**config.mk**
```make
export PLATFORM = sky130hd
export DESIGN_NAME = cpc_vram_fetch_flat
export DESIGN_NICKNAME = d
export VERILOG_FILES = /design/src/rtl/cpc_vram_pkg.sv /design/src/rtl/cpc_vram_fetch_if.sv /design/src/rtl/cpc_byte_delay.sv /design/src/rtl/cpc_vram_fetch.sv /design/src/flat_wrapper.sv
export SDC_FILE = /design/constraint.sdc
export NUM_CORES = 1
export LEC_CHECK = 0
export BUFFER_PORTS_ARGS = -buffer_cell sky130_fd_sc_hd__buf_2
export CORE_AREA = 5 5 81 83
export CTS_BUF_LIST = sky130_fd_sc_hd__clkbuf_8
export DETAILED_ROUTE_END_ITERATION = 10
export DIE_AREA = 0 0 86 88
export PLACE_DENSITY = 0.51
export SLEW_MARGIN = 15
export SYNTH_ARGS = -nofsm -noshare
export SYNTH_HDL_FRONTEND = slang
export SYNTH_SLANG_ARGS = --single-unit
```
**constraint.sdc**
```tcl
create_clock -name clk -period 2.6 [get_ports clk]
set_clock_uncertainty 0.15 [all_clocks]
set_input_delay 0.13 -clock clk [delete_from_list [all_inputs] [get_ports clk]]
set_output_delay 0.13 -clock clk [all_outputs]
set_load 0.03 [all_outputs]
```
**src/rtl/cpc_vram_pkg.sv**
```systemverilog
// Shared constants and helpers for the CPC video-RAM fetch path.
package cpc_vram_pkg;

  localparam int CPC_VRAM_AW   = 15;
  // Widest VRAM word the byte-extract helper accepts, in bytes.
  localparam int CPC_MAX_BYTES = 16;

  // Byte k of a VRAM word; out-of-range k yields zero.
  function automatic logic [7:0] cpc_get_byte(input logic [8*CPC_MAX_BYTES-1:0] word,
                                               input int k);
    logic [7:0] r;
    r = '0;
    for (int i = 0; i < CPC_MAX_BYTES; i++)
      if (i == k) r = word[8*i +: 8];
    return r;
  endfunction

  // CRTC MA/RA to VRAM word address: MA[11:10] and RA[4:3] are not wired.
  function automatic logic [CPC_VRAM_AW-1:0] cpc_vram_addr(input logic [13:0] ma,
                                                           input logic [4:0]  ra);
    return {ma[13:12], ra[2:0], ma[9:0]};
  endfunction

endpackage

```
**src/rtl/cpc_vram_fetch_if.sv**
```systemverilog
// Timing/VRAM side bundle of the fetch unit.
interface cpc_vram_fetch_if #(
  parameter int BYTES     = 2,
  parameter int SHIFT_MAX = 1
);
  localparam int SW = $clog2(SHIFT_MAX + 1);

  logic                 cpu_n;
  logic                 ras_n;
  logic                 cas_n;
  logic [13:0]          crtc_ma;
  logic [4:0]           crtc_ra;
  logic                 crtc_de;
  logic [SW-1:0]        shift_cnt;
  logic [8*BYTES-1:0]   vram_din;
  logic [14:0]          vram_addr;
  logic [7:0]           vram_d;
  logic                 byte_stb;
  logic                 overrun;

  // Gate Array / CRTC / SDRAM side.
  modport master (
    output cpu_n, ras_n, cas_n, crtc_ma, crtc_ra, crtc_de, shift_cnt, vram_din,
    input  vram_addr, vram_d, byte_stb, overrun
  );

  // Fetch unit side.
  modport slave (
    input  cpu_n, ras_n, cas_n, crtc_ma, crtc_ra, crtc_de, shift_cnt, vram_din,
    output vram_addr, vram_d, byte_stb, overrun
  );
endinterface

```
**src/rtl/cpc_byte_delay.sv**
```systemverilog
// SHIFT_MAX-deep byte delay line: push with blank mask, tap at a selected depth.
module cpc_byte_delay #(
  parameter int SHIFT_MAX = 1
) (
  input  logic                           clk,
  input  logic                           rst,
  input  logic                           push,
  input  logic                           mask,
  input  logic [7:0]                     din,
  input  logic [$clog2(SHIFT_MAX+1)-1:0] sel,
  output logic [7:0]                     tap
);
  logic [SHIFT_MAX-1:0][7:0] dl_q, dl_d;

  // Shift on push; blanked bytes enter as zero.
  always_comb begin
    dl_d = dl_q;
    if (push) begin
      dl_d[0] = mask ? din : 8'h00;
      for (int i = 1; i < SHIFT_MAX; i++) dl_d[i] = dl_q[i-1];
    end
  end

  // Tap sel (1..SHIFT_MAX) returns the entry pushed sel bytes ago.
  always_comb begin
    tap = 8'h00;
    for (int i = 0; i < SHIFT_MAX; i++)
      if (int'(sel) == i + 1) tap = dl_q[i];
  end

  // Delay line register.
  always_ff @(posedge clk or posedge rst)
    if (rst) dl_q <= '0;
    else     dl_q <= dl_d;

endmodule

```
**src/rtl/cpc_vram_fetch.sv**
```systemverilog
// VRAM fetch: address mapping, per-slot byte index, strobe, overrun and delayed byte output.
module cpc_vram_fetch
  import cpc_vram_pkg::*;
#(
  parameter int BYTES     = 2,
  parameter int SHIFT_MAX = 1
) (
  input logic            clk,
  input logic            reset,
  cpc_vram_fetch_if.slave bus
);
  localparam int IW = $clog2(BYTES);
  localparam int SW = $clog2(SHIFT_MAX + 1);

  logic                   cas_n_q, cas_n_d;
  logic [IW-1:0]          idx_q, idx_d;
  logic                   full_q, full_d;     // last byte of this slot already fetched
  logic                   overrun_q, overrun_d;
  logic                   byte_stb_q, byte_stb_d;
  logic [CPC_VRAM_AW-1:0] vram_addr_q, vram_addr_d;
  logic [7:0]             vram_d_q, vram_d_d;

  logic                   stb, push;
  logic [SW-1:0]          s_eff;
  logic [8*CPC_MAX_BYTES-1:0] word_ext;
  logic [7:0]             cur_byte, live_byte, tap;

  // Strobe, clamped shift and byte selection from the current word.
  always_comb begin
    stb   = !bus.ras_n && !cas_n_q && bus.cas_n;
    push  = stb && bus.cpu_n;
    s_eff = (int'(bus.shift_cnt) > SHIFT_MAX) ? SW'(SHIFT_MAX) : bus.shift_cnt;
    word_ext = '0;
    word_ext[8*BYTES-1:0] = bus.vram_din;
    cur_byte  = cpc_get_byte(word_ext, int'(idx_q));
    live_byte = cpc_get_byte(word_ext, int'(idx_q) - int'(s_eff));
  end

  cpc_byte_delay #(.SHIFT_MAX(SHIFT_MAX)) u_dly (
    .clk  (clk),
    .rst  (reset),
    .push (push),
    .mask (bus.crtc_de),
    .din  (cur_byte),
    .sel  (s_eff),
    .tap  (tap)
  );

  // Next-state: index/overrun per slot, address tracking, byte output mux.
  always_comb begin
    cas_n_d     = bus.cas_n;
    byte_stb_d  = stb;
    idx_d       = idx_q;
    full_d      = full_q;
    overrun_d   = overrun_q;
    vram_addr_d = vram_addr_q;
    vram_d_d    = vram_d_q;

    if (!bus.cpu_n) begin
      idx_d  = '0;
      full_d = 1'b0;
    end else begin
      vram_addr_d = cpc_vram_addr(bus.crtc_ma, bus.crtc_ra);
      if (stb) begin
        if (full_q)                           overrun_d = 1'b1;
        else if (idx_q == IW'(BYTES - 1))     full_d    = 1'b1;
        else                                  idx_d     = idx_q + IW'(1);
      end
    end

    // The line shifts on every byte, so the byte S positions back sits at depth S-1.
    if (bus.cpu_n && !bus.ras_n && !bus.cas_n) begin
      if (s_eff == '0)                        vram_d_d = cur_byte;
      else if (int'(idx_q) >= int'(s_eff))   vram_d_d = live_byte;
      else                                    vram_d_d = tap;
    end
  end

  // State registers.
  always_ff @(posedge clk or posedge reset)
    if (reset) begin
      cas_n_q     <= 1'b1;
      idx_q       <= '0;
      full_q      <= 1'b0;
      overrun_q   <= 1'b0;
      byte_stb_q  <= 1'b0;
      vram_addr_q <= '0;
      vram_d_q    <= '0;
    end else begin
      cas_n_q     <= cas_n_d;
      idx_q       <= idx_d;
      full_q      <= full_d;
      overrun_q   <= overrun_d;
      byte_stb_q  <= byte_stb_d;
      vram_addr_q <= vram_addr_d;
      vram_d_q    <= vram_d_d;
    end

  assign bus.vram_addr = vram_addr_q;
  assign bus.vram_d    = vram_d_q;
  assign bus.byte_stb  = byte_stb_q;
  assign bus.overrun   = overrun_q;

endmodule
```
**src/flat_wrapper.sv**
```systemverilog
// flat-port wrapper written by rule: the top's interface ports become plain ports
module cpc_vram_fetch_flat import cpc_vram_pkg::*;
#(
  parameter int BYTES     = 2,
  parameter int SHIFT_MAX = 1
)
  (clk, reset, bus_cpu_n, bus_ras_n, bus_cas_n, bus_crtc_ma, bus_crtc_ra, bus_crtc_de, bus_shift_cnt, bus_vram_din, bus_vram_addr, bus_vram_d, bus_byte_stb, bus_overrun);
  cpc_vram_fetch_if #(.BYTES(BYTES), .SHIFT_MAX(SHIFT_MAX)) bus_i ();
  input logic clk;
  input logic reset;
  input wire logic [$bits(bus_i.cpu_n)-1:0] bus_cpu_n;
  input wire logic [$bits(bus_i.ras_n)-1:0] bus_ras_n;
  input wire logic [$bits(bus_i.cas_n)-1:0] bus_cas_n;
  input wire logic [$bits(bus_i.crtc_ma)-1:0] bus_crtc_ma;
  input wire logic [$bits(bus_i.crtc_ra)-1:0] bus_crtc_ra;
  input wire logic [$bits(bus_i.crtc_de)-1:0] bus_crtc_de;
  input wire logic [$bits(bus_i.shift_cnt)-1:0] bus_shift_cnt;
  input wire logic [$bits(bus_i.vram_din)-1:0] bus_vram_din;
  output wire logic [$bits(bus_i.vram_addr)-1:0] bus_vram_addr;
  output wire logic [$bits(bus_i.vram_d)-1:0] bus_vram_d;
  output wire logic [$bits(bus_i.byte_stb)-1:0] bus_byte_stb;
  output wire logic [$bits(bus_i.overrun)-1:0] bus_overrun;
  assign bus_i.cpu_n = bus_cpu_n;
  assign bus_i.ras_n = bus_ras_n;
  assign bus_i.cas_n = bus_cas_n;
  assign bus_i.crtc_ma = bus_crtc_ma;
  assign bus_i.crtc_ra = bus_crtc_ra;
  assign bus_i.crtc_de = bus_crtc_de;
  assign bus_i.shift_cnt = bus_shift_cnt;
  assign bus_i.vram_din = bus_vram_din;
  assign bus_vram_addr = bus_i.vram_addr;
  assign bus_vram_d = bus_i.vram_d;
  assign bus_byte_stb = bus_i.byte_stb;
  assign bus_overrun = bus_i.overrun;
  cpc_vram_fetch #(.BYTES(BYTES), .SHIFT_MAX(SHIFT_MAX)) u_core (.clk(clk), .reset(reset), .bus(bus_i));
endmodule
```
# Yosys cells after proc, flatten, opt, wreduce, memory -nomap -nowiden
# Index checks and enable logic that the tools add are counted.
[word_totals]
ff_bits = 36
latchBits = 0
ram_bits = 0
mem_bits_ro = 0
out_inout_bits = 25
memories = 0
[classes]
add_sub_neg = 2
n_mul = 0
div = 0
n_lt_le_gt_ge = 1
n_eq_ne = 17
n_shift = 0
muxes = 28
bitwise = 0
n_reduce_logical = 11
[ops]
columns = ["op", "n"]
rows = [
  ["equality test 5 x 32 -> 1 bit (first input constant)", 8],
  ["two-way mux 8 bit", 20],
  ["equality test 4 x 32 -> 1 bit (first input constant)", 4],
  ["equality test 3 x 32 -> 1 bit (first input constant)", 2],
  ["equality test 2 x 32 -> 1 bit (first input constant)", 1],
  ["logical NOT 32 bit", 1],
  ["two-way mux 1 bit", 8],
  ["logical AND 1 bit", 5],
  ["logical NOT 1 bit", 3],
  ["AND reduction 3 bit", 1],
  ["!= test 2 x 1 -> 1 bit (second input constant)", 1],
  ["!= test 2 bit (second input constant)", 1],
  ["AND reduction 2 bit", 1],
  ["subtractor 1 x 1 -> 2 bit", 1],
  ["adder 1 bit (second input constant)", 1],
  [">= comparator 1 bit", 1],
]

# Longest topological paths before layout
# Gate-level depths: netlist (run 1).
[depth]
depth_word = 20
depth_mapped = 8

# Modules after synthesis
# A second synthesis (run 1) with hierarchy kept.
[unflattened]
hier_cells = 157
hier_area_um2 = 1819.2
[modules_own_cells]
columns = ["mod", "n_inst", "cells_each", "area_per_inst_um2", "seq_area_each_um2"]
rows = [
  ["cpc_vram_fetch", 1, 129, 1471.4, 701.9],
  ["cpc_byte_delay", 1, 28, 347.8, 200.2],
]

# Worst setup path before layout (run 1)
# OpenSTA, ideal clock, no wires.
[synth_path]
path_kind = "reg-to-reg"
start = "reg u_core.idx_q"
end = "reg u_core.vram_d_q[0], in the netlist u_core.bus.vram_d[0]"
setup_time_ns = 0.065
t_arrival_ns = 1.489
required_time_ns = 2.385
path_slack_ns = 0.895
path_stages_with_launch = 8
n_path_buf = 3
synth_period_minus_slack_ns = 1.705
path_cell_list = "dfrtp_1 > buf_4 > inv_1 > ha_1 > buf_2 > buf_4 > a221oi_1 > o22a_1"
[synth_between]
elab_chain_len = 20
elab_cells_between_ends = 37
classes_between = "add/sub: 1; order compare: 1; eq/ne: 15; mux: 19; reduce/logical: 1"
[synth_lines]
columns = ["item", "line", "rtl"]
rows = [
  ["start, declared", "cpc_vram_fetch.sv:16", "logic [IW-1:0] idx_q, idx_d;"],
  ["start signal, assigned", "cpc_vram_fetch.sv:91", "idx_q <= idx_d;"],
  ["subtractor 1 x 1 -> 2 bit", "cpc_vram_fetch.sv:36", "live_byte = cpc_get_byte(word_ext, int'(idx_q) - int'(s_eff));"],
  ["logical NOT 32 bit", "cpc_vram_pkg.sv:14", "if (i == k) r = word[8*i +: 8];"],
  ["two-way mux 8 bit (16 in a row)", "cpc_vram_pkg.sv:14", ""],
  ["two-way mux 8 bit", "cpc_vram_fetch.sv:74", "else if (int'(idx_q) >= int'(s_eff)) vram_d_d = live_byte;"],
  ["two-way mux 8 bit (*)", "cpc_vram_fetch.sv:73", "if (s_eff == '0) vram_d_d = cur_byte;"],
  ["end signal, assigned", "cpc_vram_fetch.sv:96", "vram_d_q <= vram_d_d;"],
  ["end, declared", "cpc_vram_fetch.sv:21", "logic [7:0] vram_d_q, vram_d_d;"],
]
# Every way passes the cells marked *; elsewhere a longest branch is shown, timed or not.
# A chain may end at the register's enable or synchronous reset.

# Worst setup path in the final report (run 1)
[layout_path]
start = "in bus_ras_n"
end = "reg u_core.u_dly.dl_q[3] (netlist bit)"
[layout_between]
elab_chain_len = 4
[layout_lines]
columns = ["item", "line", "rtl"]
rows = [
  ["start, declared", "flat_wrapper.sv:12", "input wire logic [$bits(bus_i.ras_n)-1:0] bus_ras_n;"],
  ["logical NOT 1 bit", "cpc_vram_fetch.sv:30", "stb = !bus.ras_n && !cas_n_q && bus.cas_n;"],
  ["logical AND 1 bit (2 in a row)", "cpc_vram_fetch.sv:30", ""],
  ["logical AND 1 bit", "cpc_vram_fetch.sv:31", "push = stb && bus.cpu_n;"],
  ["end signal, assigned", "cpc_byte_delay.sv:34", "else dl_q <= dl_d;"],
  ["end, declared", "cpc_byte_delay.sv:13", "logic [SHIFT_MAX-1:0][7:0] dl_q, dl_d;"],
]
# Every way passes these cells.

==> summary.md, run 1 <==
| Metric | Value |
|---|---|
| Remaining routing DRC violations | 0 |
| First-pass DRT Iterations | 4 |
| Endpoint class of the critical path | flip-flop |
| Slew Viols, Final | 0 |
| Total power per unit cell area | 606.4 mW/mm2 |
| Fraction of the cycle the final worst path needs | approximately 74% |
| Resized cells post-CTS | 0 |
| Number of max-cap violations | 0 |
| Post-synthesis sequential element count | 36 |
| Met2 layer wire length in the routed design | 2067 um |
| ANT cells | 0 |
| Longest individual stage delay on the worst path | around 0.66 ns |
| Remaining max-slew budget at the tightest pin | between 50% and 60% |
| Post-CTS Repair Setup Buffers | 0 |
| Synth top area cells | dfrtp_1, mux2_2, mux2i_1 |
| Total Neg Setup Slack | 0 ns |
| Worst path buffer plus inverter count | 2 |
| Part of the Yosys area used for sequential elements | 51.39% |
| Data required time at the worst endpoint | about 2.6 ns |
| Slowest CP cell | nand4bb_1 |
| Number of hold violations in the final report | 0 |
| Maximum clock path buffer count | 2 |
| Worst voltage drop across the vdd grid | 299.0 uV |
| Transition at the pin with the smallest max-transition slack | 0.7299 ns |
| Std cell rows | 28 |
| Minimum clock period after layout | 1.923 ns |
| FMAX | slightly above 0.5 GHz |
| Highest routed layer | met4 |
| TritonCTS clock tree | built |
| Residual overflow from global routing | 0 |
| Synthesized netlist cell count | between 100 and 150 |
| Critical Path Source Type | primary input |
| Path type of the worst setup path | in2reg |
| Portion of synthesized cell area occupied by the leading cell type | 49.89% |
| Detailed-route wire length per cell | 14.70 um |
| Power Total | 1.435 mW |
| Input/output buffers | 62 |
| Net count of the mapped netlist | about 190 |
| Kind of cell adding the most delay to the critical path | buffers and inverters |
| Cell area after synthesis | 0.001755 mm2 |
| Min-delay worst type | in2reg |
| Wire length of the first global-routing pass | 7686 um |
| Average size of a mapped cell | 11.86 um2 |
| Layout cell share with drive strength beyond 1 | 39.65% |
| Data arrival time of the worst path | 1.94 ns |
| Total number of H-tree levels | 2 |
| Drt via density | 4.709 |
| Cell taking the most area after synthesis | dfrtp_1 |
| Sinks on the clock net | 36 |
| Number of nets with antenna violations after detailed routing | 0 |
| Post-synthesis to final-layout area growth | 34.78% |
| Clock-pin slew on the worst setup and hold paths | 0.07 ns |
| GRT Overall Usage | between 10% and 20% |
| Cell-by-cell listing of the critical path | dlygate4sd3_1 > buf_2 > nand4bb_1 > a22o_1 |
| Number of global-route vias before repair | 1,549 |
| I/O pin count | 67 |
| Number of synthesis warnings | 0 |
| Total number of vias | 1,422 |
| Pin count of the biggest net entering global routing | 37 |
| Maximum fanout encountered on the critical timing path | 17 |
| X dimension of the die | 86 um |
| Number of buffers added to fix hold violations after cts | 18 |
| Violation count after the first detailed-route iteration | 37 |
| M1 wire length | 1945 um |
| Distinct cell type count after synthesis | 24 |
| Final layout net count | 270 |
| Starting density of the core | 30.37% |
| Sum of routed wire length over all layers | ~4400 um |
| CORE AREA | between 0.005 and 0.006 mm2 |
| Root Buffer Master | clkbuf_8 |
| Met3 routed wirelength | 374 um |
| Final RePlAce weighted congestion | 0.6895 |
| Skew-Pair Late Insertion Delay | 0.28 ns |
| Half-perimeter wire length after detailed placement | 2968 um |
| Overall die area | around 0.0076 mm2 |
| Leakage | 1.065 nW |
| Result of the run | completed |
| Initial antenna violation count | 0 |
| Die H | 88 um |
| CTS buffer count | 5 |
| Register-to-register path setup slack | 0.74 ns |
| Unrepaired setup endpoints after global routing | no |
| # setup viols final | 0 |
cell usage after synthesis:
master and count:
a21oi_1 10, a221oi_1 8, a22o_1 8, buf_1 2, buf_2 3, buf_4 3, buf_6 3, dfrtp_1 35
dfstp_2 1, ha_1 2, inv_1 11, inv_2 1, mux2_2 15, mux2i_1 8, nand3b_1 8, nand4bb_1 1
nor2_1 8, nor2b_1 2, nor3b_1 1, nor3b_4 1, o21ai_0 6, o21ai_2 2, o21bai_1 1, o22a_1 8
registers in the layout, indices dropped and copies added, names as in the netlist:
name and flops:
u_core.bus.byte_stb 1, u_core.bus.overrun 1, u_core.bus.vram_addr 15, u_core.bus.vram_d 8, u_core.cas_n_q 1, u_core.full_q 1
u_core.idx_q 1, u_core.u_dly.dl_q 8
power breakdown:
group          total [mW]  internal (mW)  switching [mW]
logic               0.371          0.156           0.216
registers           0.664          0.630          0.0344
clock network       0.400          0.208           0.191
total                1.43          0.993           0.441
kinds of logic (layout without fill, tap and decap cells):
group | after synthesis | in the layout | share of synthesized area (%)
multiplexers | 23 | 23 | 14.18
AND/OR/NAND/NOR | 21 | 21 | 7.983
buffers and inverters | 23 | 102 | 7.056
AO/OA/AOI/OAI | 43 | 43 | 17.96
adder cells (fa/ha/maj) | 2 | 2 | 1.425
flip-flops | 36 | 36 | 51.39
worst reg2reg max path: stages, from the launching register on:
cell      delay [ns]
dfrtp_1         0.45
inv_1           0.08
ha_1            0.51
a21oi_1         0.08
a221oi_1        0.32
o22a_1          0.19
worst paths after layout:
kind / from / to / cells after the start
setup / recovery: bus_ras_n / u_core.u_dly.dl_q[3] / 4
hold / removal: bus_crtc_de / u_core.u_dly.dl_q[6] / 2
setup reg to reg: u_core.idx_q / u_core.bus.vram_d[4] / 5
hold reg to reg: u_core.bus.overrun / u_core.bus.overrun / 1
max in group asynchronous: reset / u_core.cas_n_q / 4
min in group asynchronous: reset / u_core.bus.vram_addr[11] / 4
cells in the final DEF, fill, tap and decap left out, types with 6 or more instances in the layout:
cell / synthesis / layout
buf_2: 3 / 62
dfrtp_1: 35 / 35
dlygate4sd3_1: 0 / 18
mux2_2: 15 / 15
inv_1: 11 / 13
a21oi_1: 10 / 10
mux2i_1: 8 / 8
nand3b_1: 8 / 8
a221oi_1: 8 / 8
o22a_1: 8 / 8
nor2_1: 8 / 8
a22o_1: 8 / 8
o21ai_0: 6 / 6
clkbuf_8: 0 / 6
layout make-up:
class	instances	area (um2)
fillers	561	3415
flip-flops and latches	36	902.1
multi-input cells	89	729.5
repair buffers	82	505.5
well taps	75	93.84
clock buffers	6	82.58
inverters	12	45.04
clock inverters	2	7.507
per-layer routing:
metal	up-vias	track usage, %
met5	-	0
met4	0	5.180
met3	6	4.233
met2	52	21.09
met1	667	16.23
li1	697	-
per-stage QoR:
stage / setup WS [ns] / std cells / hold WS (ns) / utilization (%) / cell area [um2]
floorplan: 0.8954 / 148 / -0.01552 / - / 1755
global placement: 0.7162 / 276 / 0.1240 / 36.26 / 2096
detailed placement: 0.6687 / 276 / 0.1157 / 36.26 / 2096
CTS: 0.6455 / 302 / 0.04847 / 40.93 / 2366
global route: 0.5462 / 302 / 0.08002 / 40.93 / 2366
finish: 0.6766 / 302 / 0.05413 / 40.93 / 2366
(Power assumes the default switching activity.)
==> run 2, diff against run 1 <==
--- a/config.mk
+++ b/config.mk
@@ -10,7 +10,7 @@
 export CTS_BUF_LIST = sky130_fd_sc_hd__clkbuf_8
 export DETAILED_ROUTE_END_ITERATION = 10
 export DIE_AREA = 0 0 86 88
-export PLACE_DENSITY = 0.51
+export PLACE_DENSITY = 0.53
 export SLEW_MARGIN = 15
 export SYNTH_ARGS = -nofsm -noshare
 export SYNTH_HDL_FRONTEND = slang
==> constraint.sdc (replaced) <==
create_clock -name clk -period 1.63 [get_ports clk]
set_clock_uncertainty 0.15 [all_clocks]
set_input_delay 0.0815 -clock clk [delete_from_list [all_inputs] [get_ports clk]]
set_output_delay 0.0815 -clock clk [all_outputs]
set_load 0.03 [all_outputs]
==> summary.md, run 2 (same netlist as run 1, synthesis figures left out) <==
| Metric | Value |
|---|---|
| Maximum fanout encountered on the critical timing path | 4 (-13) |
| Half-perimeter wire length after detailed placement | 3219 um (+8.5%) |
| Fraction of the core area covered by cells at the end of the flow | 43.98% (+3.1 points) |
| Total number of vias | 1,494 (+5.1%) |
| Wire length of the first global-routing pass | 8024 um (+4.4%) |
| Fraction of the cycle the final worst path needs | 96.63% |
| Die H | 88 um (unchanged) |
| Worst setup path startpoint | u_core.idx_q |
| Total number of H-tree levels | 2 (unchanged) |
| Place WS | -0.01814 ns (-0.6868 ns) |
| Layout cell share with drive strength beyond 1 | 46.47% (+6.8 points) |
| Post-synthesis to final-layout area growth | 44.83% |
| Max reg flops | 15 (unchanged) |
| Starting density of the core | 30.37% (unchanged) |
| Critical Path Source Type | flip-flop |
| Overall die area | 0.007568 mm2 (unchanged) |
| Drt via density | 4.728 (+0.41%) |
| Count of filler cells inserted in the layout | 556 (-0.89%) |
| Commonest cells after routing, fill and taps aside | buf_2, dfrtp_1, dlygate4sd3_1 |
| Number of max-cap violations | 0 (unchanged) |
| Sinks on the clock net | 36 (unchanged) |
| Initial antenna violation count | 0 (unchanged) |
| Pin count of the biggest net entering global routing | 37 (unchanged) |
| Worst Slack Setup Final | 0.05497 ns (-0.6216 ns) |
| R2r worst-path depth | 5 (unchanged) |
| Number of global-route vias before repair | 1,684 (+8.7%) |
| Total Neg Setup Slack | 0 ns (unchanged) |
| Result of the run | completed |
| Number of nets with antenna violations after detailed routing | 0 (unchanged) |
| Clock-pin slew on the worst setup and hold paths | 0.07 ns (about the same) |
| Worst voltage drop across the vdd grid | 543.3 uV (+82%) |
| Remaining max-slew budget at the tightest pin | 68.95% (+18 points) |
| X dimension of the die | 86 um (unchanged) |
| Register-to-register path setup slack | 0.05 ns (-0.69 ns) |
| Min-delay worst type | in2reg |
| Root Buffer Master | clkbuf_8 |
| Final RePlAce weighted congestion | 0.6895 (unchanged) |
| Skew-Pair Late Insertion Delay | 0.29 ns (about the same) |
| First-pass DRT Iterations | 4 (unchanged) |
| Startpoint of the worst register-to-register path | u_core.idx_q |
| Violation count after the first detailed-route iteration | 45 (+22%) |
| Sum of routed wire length over all layers | 4737 um (+6.7%) |
| I/O pin count | 67 (unchanged) |
| Post-CTS Repair Setup Buffers | 0 (unchanged) |
| Power Total | 2.468 mW (+72%) |
| Leakage | 1.141 nW (+7.1%) |
| CORE AREA | 0.005781 mm2 (unchanged) |
| Final layout net count | 284 (+5.2%) |
| FMAX | between 0.6 and 0.7 GHz |
| Commonest non-fill, non-tap cell in the layout | buf_2 |
| Remaining routing DRC violations | 0 (unchanged) |
| Minimum clock period after layout | 1.575 ns |
| Number of hold violations in the final report | 0 (unchanged) |
| Residual overflow from global routing | 0 (unchanged) |
| Crit path to | u_core.bus.vram_d[5] |
| GRT Overall Usage | 13.48% (+0.41 points) |
| TritonCTS clock tree | built |
| Data required time at the worst endpoint | 1.70 ns (-0.92 ns) |
| Slew Viols, Final | 0 (unchanged) |
| Worst flop-to-flop path endpoint | u_core.bus.vram_d[5] |
| Data arrival time of the worst path | 1.65 ns (-0.29 ns) |
| Detailed-route wire length per cell | 14.99 um (+2.0%) |
| Transition at the pin with the smallest max-transition slack | 0.4657 ns (-0.2642 ns) |
| Hold Slack | 0.02877 ns (-0.02536 ns) |
| Endpoint class of the critical path | flip-flop |
| Path type of the worst setup path | reg2reg |
| Input/output buffers | 62 (unchanged) |
| ANT cells | 0 (unchanged) |
| Maximum clock path buffer count | 2 (unchanged) |
| CTS buffer count | 5 (unchanged) |
| Total power per unit cell area | 970.8 mW/mm2 (+60%) |
| Std cell rows | 28 (unchanged) |
| # setup viols final | 0 (unchanged) |
-- run 2: cell type report --
class	instances	area, um2	area share, %
clock inverters	3	38.79	1.526
clock buffers	5	68.82	2.707
flip-flops and latches	36	903.4	35.53
well taps	75	93.84	3.691
multi-input cells	89	775.7	30.51
inverters	12	45.04	1.772
repair buffers	96	616.8	24.26
-- run 2: where the power goes --
part	total [mW]	switching (mW)	leakage, nW	internal [mW]
clock	0.763	0.315	0.0593	0.448
sequential	1.06	0.0566	0.434	1.00
combinational	0.645	0.363	0.648	0.281
-- run 2: worst min-delay path by stage --
stage                     slack (ns)  cells after the start   startpoint                        to
after floorplan                -0.06                      0    bus_cas_n            u_core.cas_n_q
after global placement          0.08                      3        reset  u_core.bus.vram_addr[11]
after detailed placement        0.07                      3        reset  u_core.bus.vram_addr[14]
after CTS                       0.03                      2  bus_crtc_de      u_core.u_dly.dl_q[0]
after global routing            0.04                      2  bus_crtc_de      u_core.u_dly.dl_q[0]
final                           0.03                      2  bus_crtc_de      u_core.u_dly.dl_q[0]
-- run 2: metal layers --
| metal | global-route usage [%] | wire (um) | vias up |
|---|---|---|---|
| met5 | 0 | 0 | - |
| met4 | 3.885 | 48 | 0 |
| met3 | 4.139 | 366 | 8 |
| met2 | 23.48 | 2334 | 51 |
| met1 | 16.05 | 1988 | 712 |
| li1 | - | - | 723 |
-- run 2: worst max-delay path: stages, from the launching register on --
cell      delay [ns]
dfrtp_2         0.44
ha_4            0.30
buf_4           0.13
nand3b_1        0.10
a221oi_2        0.24
o22a_1          0.15
-- run 2: what timing repair did --
| item | in CTS | in global routing |
|---|---|---|
| gates resized for setup | 2 | 4 |
| endpoints found under the setup margin | 5 | 6 |
| hold buffers | 19 | 0 |
| hold endpoints to repair | 54 | 0 |
-- run 2: through the flow --
stage               area [um2]  cells
global route              2542    316
finish                    2542    316
detailed placement        2212    289
floorplan                 1784    148
global placement          2212    289
CTS                       2524    316
==> run 3, diff against run 2 <==
--- a/config.mk
+++ b/config.mk
@@ -6,12 +6,13 @@
 export NUM_CORES = 1
 export LEC_CHECK = 0
 export BUFFER_PORTS_ARGS = -buffer_cell sky130_fd_sc_hd__buf_2
-export CORE_AREA = 5 5 81 83
+export CORE_AREA = 2 2 79 81
 export CTS_BUF_LIST = sky130_fd_sc_hd__clkbuf_8
 export DETAILED_ROUTE_END_ITERATION = 10
-export DIE_AREA = 0 0 86 88
+export DIE_AREA = 0 0 81 83
 export PLACE_DENSITY = 0.53
 export SLEW_MARGIN = 15
 export SYNTH_ARGS = -nofsm -noshare
 export SYNTH_HDL_FRONTEND = slang
+export SYNTH_HIERARCHICAL = 1
 export SYNTH_SLANG_ARGS = --single-unit
==> summary.md, run 3 <==
| Metric | Value |
|---|---|
| Number of max-cap violations | 0 (unchanged) |
| Data arrival time of the worst path | 1.63 ns (-0.02 ns) |
| FMAX | 0.6400 GHz (+0.80%) |
| Met2 layer wire length in the routed design | 2324 um (-0.43%) |
| Worst Hold Path EP | u_core/idx_q |
| Final layout net count | 288 (+1.4%) |
| Fraction of the cycle the final worst path needs | 95.86% (-0.77 points) |
| X dimension of the die | 81 um (-5.8%) |
| Net count of the mapped netlist | 201 (+4.7%) |
| Most frequent cells after synthesis | dfrtp_1, mux2_2, inv_1 |
| Violation count after the first detailed-route iteration | 83 (+84%) |
| Cell area after synthesis | 0.001819 mm2 (+3.6%) |
| Switching Power | 749.0 uW (+1.9%) |
| CTS buffer count | 5 (unchanged) |
| TritonCTS clock tree | built |
| Number of synthesis warnings | 6 (+6) |
| Die H | 83 um (-5.7%) |
| Register-to-register path setup slack | 0.07 ns (about the same) |
| Longest individual stage delay on the worst path | 0.45 ns (about the same) |
| Synth top area cells | dfrtp_1, mux2_2, a221o_1 |
| Post-CTS Repair Setup Buffers | 0 (unchanged) |
| Number of global-route vias before repair | 1,471 (-13%) |
| Result of the run | finished, violations left |
| Total number of H-tree levels | 2 (unchanged) |
| Total Neg Setup Slack | 0 ns (unchanged) |
| Sinks on the clock net | 36 (unchanged) |
| Seq pwr share | 42.5% (-0.5 points) |
| First-pass DRT Iterations | 4 (unchanged) |
| Remaining routing DRC violations | 0 (unchanged) |
| Wire length of the first global-routing pass | 7293 um (-9.1%) |
| Worst voltage drop across the vdd grid | 466.3 uV (-14%) |
| Data required time at the worst endpoint | 1.70 ns (about the same) |
| Power Total | 2.486 mW (+0.72%) |
| Worst Hold Path Cells | 4 (+2) |
| Post-synthesis to final-layout area growth | 39.41% |
| Highest routed layer | met4 |
| Switching share of power | 30.13% (+0.35 points) |
| ANT cells | 0 (unchanged) |
| Portion of total power attributed to the clock network | 31.5% (+0.6 points) |
| Clock-pin slew on the worst setup and hold paths | 0.08 ns (about the same) |
| Maximum fanout encountered on the critical timing path | 8 (+4) |
| Start point of the worst hold path | bus_ras_n |
| Cell taking the most area after synthesis | dfrtp_1 |
| I/O pin count | 67 (unchanged) |
| Drt via density | 4.719 (-0.19%) |
| Portion of synthesized cell area occupied by the leading cell type | 48.14% (-1.8 points) |
| Layout cell share with drive strength beyond 1 | 45.71% (-0.76 points) |
| Average size of a mapped cell | 11.59 um2 (-2.3%) |
| Detailed-route wire length per cell | 14.32 um (-4.5%) |
| Internal power | 1.737 mW (+0.23%) |
| Skew-Pair Late Insertion Delay | 0.29 ns (about the same) |
| Fraction of synthesis flops using an asynchronous set or reset pin | 100.0% (unchanged) |
| Residual overflow from global routing | 0 (unchanged) |
| Remaining max-slew budget at the tightest pin | 74.14% (+5.2 points) |
| Synthesized netlist cell count | 157 (+6.1%) |
| Combinational group share of total power | 26.0% (about the same) |
| R2r worst-path depth | 4 (-1) |
| Slowest CP cell | dfrtp_2 |
| Dominant cell by count in the synthesized netlist | dfrtp_1 |
| Distinct cell type count after synthesis | 26 (+8.3%) |
| M1 wire length | 1954 um (-1.7%) |
| Met3 routed wirelength | 223 um (-39%) |
| Total power per unit cell area | 980.3 mW/mm2 (+0.97%) |
| Violated checks | negative hold slack |
| Min-delay worst type | in2reg |
| Worst flop-to-flop path endpoint | u_core/bus.vram_d[1] |
| Sum of routed wire length over all layers | 4582 um (-3.3%) |
| Initial antenna violation count | 0 (unchanged) |
| Hold Slack | -0.002758 ns (-0.03153 ns) |
| # setup viols final | 0 (unchanged) |
| Root Buffer Master | clkbuf_8 |
| Fraction of the core area covered by cells at the end of the flow | 43.61% (-0.37 points) |
| Transition at the pin with the smallest max-transition slack | 0.3879 ns (-0.07779 ns) |
| Half-perimeter wire length after detailed placement | 3184 um (-1.1%) |
| Primary flip-flop cell chosen by synthesis mapping | dfrtp_1 |
| Overall die area | 0.006723 mm2 (-11%) |
| Number of hold violations in the final report | 1 (+1) |
| Slew Viols, Final | 0 (unchanged) |
| Post-synthesis sequential element count | 36 (unchanged) |
| Maximum clock path buffer count | 2 (unchanged) |
| Number of flops mapped to enable cells by yosys | 0 (unchanged) |
| CORE AREA | 0.005816 mm2 (+0.61%) |
| Cell-by-cell listing of the critical path | ha_4 > nand3b_1 > a221o_1 > a31oi_2 |
| Std cell rows | 28 (unchanged) |
| Number of nets with antenna violations after detailed routing | 0 (unchanged) |
| Critical Path Source Type | flip-flop |
| Input/output buffers | 62 (unchanged) |
| Pin count of the biggest net entering global routing | 29 (-22%) |
| Max reg flops | 15 (unchanged) |
| Commonest cells after routing, fill and taps aside | buf_2, dfrtp_1, mux2_2 |
| Final RePlAce weighted congestion | 0.7500 (+8.8%) |
| GRT Overall Usage | 14.02% (+0.54 points) |
| Total number of vias | 1,510 (+1.1%) |
| Minimum clock period after layout | 1.562 ns (-0.01254 ns) |
| Leakage | 1.158 nW (+1.4%) |
| Path type of the worst setup path | reg2reg |
| Startpoint of the worst register-to-register path | u_core/idx_q |
| Commonest non-fill, non-tap cell in the layout | buf_2 |
| Count of filler cells inserted in the layout | 586 (+5.4%) |
| Part of the Yosys area used for sequential elements | 49.59% (-1.8 points) |
| Endpoint class of the critical path | flip-flop |
| Starting density of the core | 31.28% (+0.91 points) |
| Unrepaired setup endpoints after global routing | yes |
## run 3: cell types whose count changed in the layout (fill, tap and decap cells not counted), sizes merged, moves of 6 or more
cell | before | now
o21ai | 8 | 0
and2 | 0 | 10
a31oi | 0 | 8
mux2i | 8 | 0
nand2 | 0 | 8
o22a | 8 | 0
mux2 | 15 | 23
a221o | 0 | 8
buf | 77 | 71
a221oi | 8 | 0
## run 3: critical path: cells and delay by family (launching register included)
family | cells | cell delay, ns
adders and majority gates | 1 | 0.33
and+or+nand+nor | 1 | 0.09
DFF | 1 | 0.45
AOI/OAI and AO/OA | 2 | 0.48
## run 3: area by class of cell
cell class / count / area (um2) / area share [%]
flip-flops and latches: 36 / 903.4 / 35.62
inverters: 13 / 48.80 / 1.924
multi-input cells: 98 / 810.8 / 31.97
repair buffers: 90 / 568.0 / 22.40
well taps: 75 / 93.84 / 3.700
clock inverters: 3 / 42.54 / 1.677
clock buffers: 5 / 68.82 / 2.713
## run 3: cells by family after synthesis
logic type | after synthesis | share of synthesized area, %
AOI/OAI and AO/OA | 35 | 14.99
adders and majority gates | 2 | 1.375
buffers and inverters | 23 | 7.221
DFF | 36 | 49.59
muxes | 23 | 14.24
and+or+nand+nor | 38 | 12.59
## run 3: stage by stage
step	instances	hold WS, ns	worst slack [ns]	area (um2)
after floorplan	157	-0.2528	0.005715	1833
after global placement	294	-0.08221	-0.04654	2231
after detailed placement	294	-0.07548	-0.08679	2231
after CTS	319	-0.2358	0.006531	2535
after global routing	320	0.02528	-0.03364	2536
final	320	-0.002758	0.06750	2536
## run 3: worst max path at each step
stage	from	to	slack (ns)	depth (start not counted)
floorplan	u_core/idx_q	u_core/bus.vram_d[2]	0.006	7
global placement	u_core/idx_q	u_core/bus.vram_d[1]	-0.05	4
detailed placement	u_core/idx_q	u_core/bus.vram_d[5]	-0.09	4
CTS	u_core/idx_q	u_core/bus.vram_d[1]	0.007	5
global route	u_core/idx_q	u_core/bus.vram_d[3]	-0.03	4
finish	u_core/idx_q	u_core/bus.vram_d[1]	0.07	4
## run 3: what timing repair did
item                                    CTS  global route
hold buffers                             17             2
pin swaps                                 0             3
endpoints found under the setup margin    8             8
resized for setup                         3             1
hold endpoints to repair                 54             2
## run 3: power groups by stage
stage	clock network (mW)	registers (mW)	logic [mW]
2_1_floorplan	0	1.23	0.259
3_3_place_gp	0	1.07	0.613
3_5_place_dp	0	1.08	0.616
4_1_cts	0.816	1.06	0.658
5_1_grt	0.846	1.07	0.694
6_report	0.783	1.06	0.645
## run 3: layer usage
metal	global-route usage, %	vias to the layer above
met5	0	-
met4	5.547	0
met3	3.043	6
met2	22.61	33
met1	18.04	740
li1	-	731
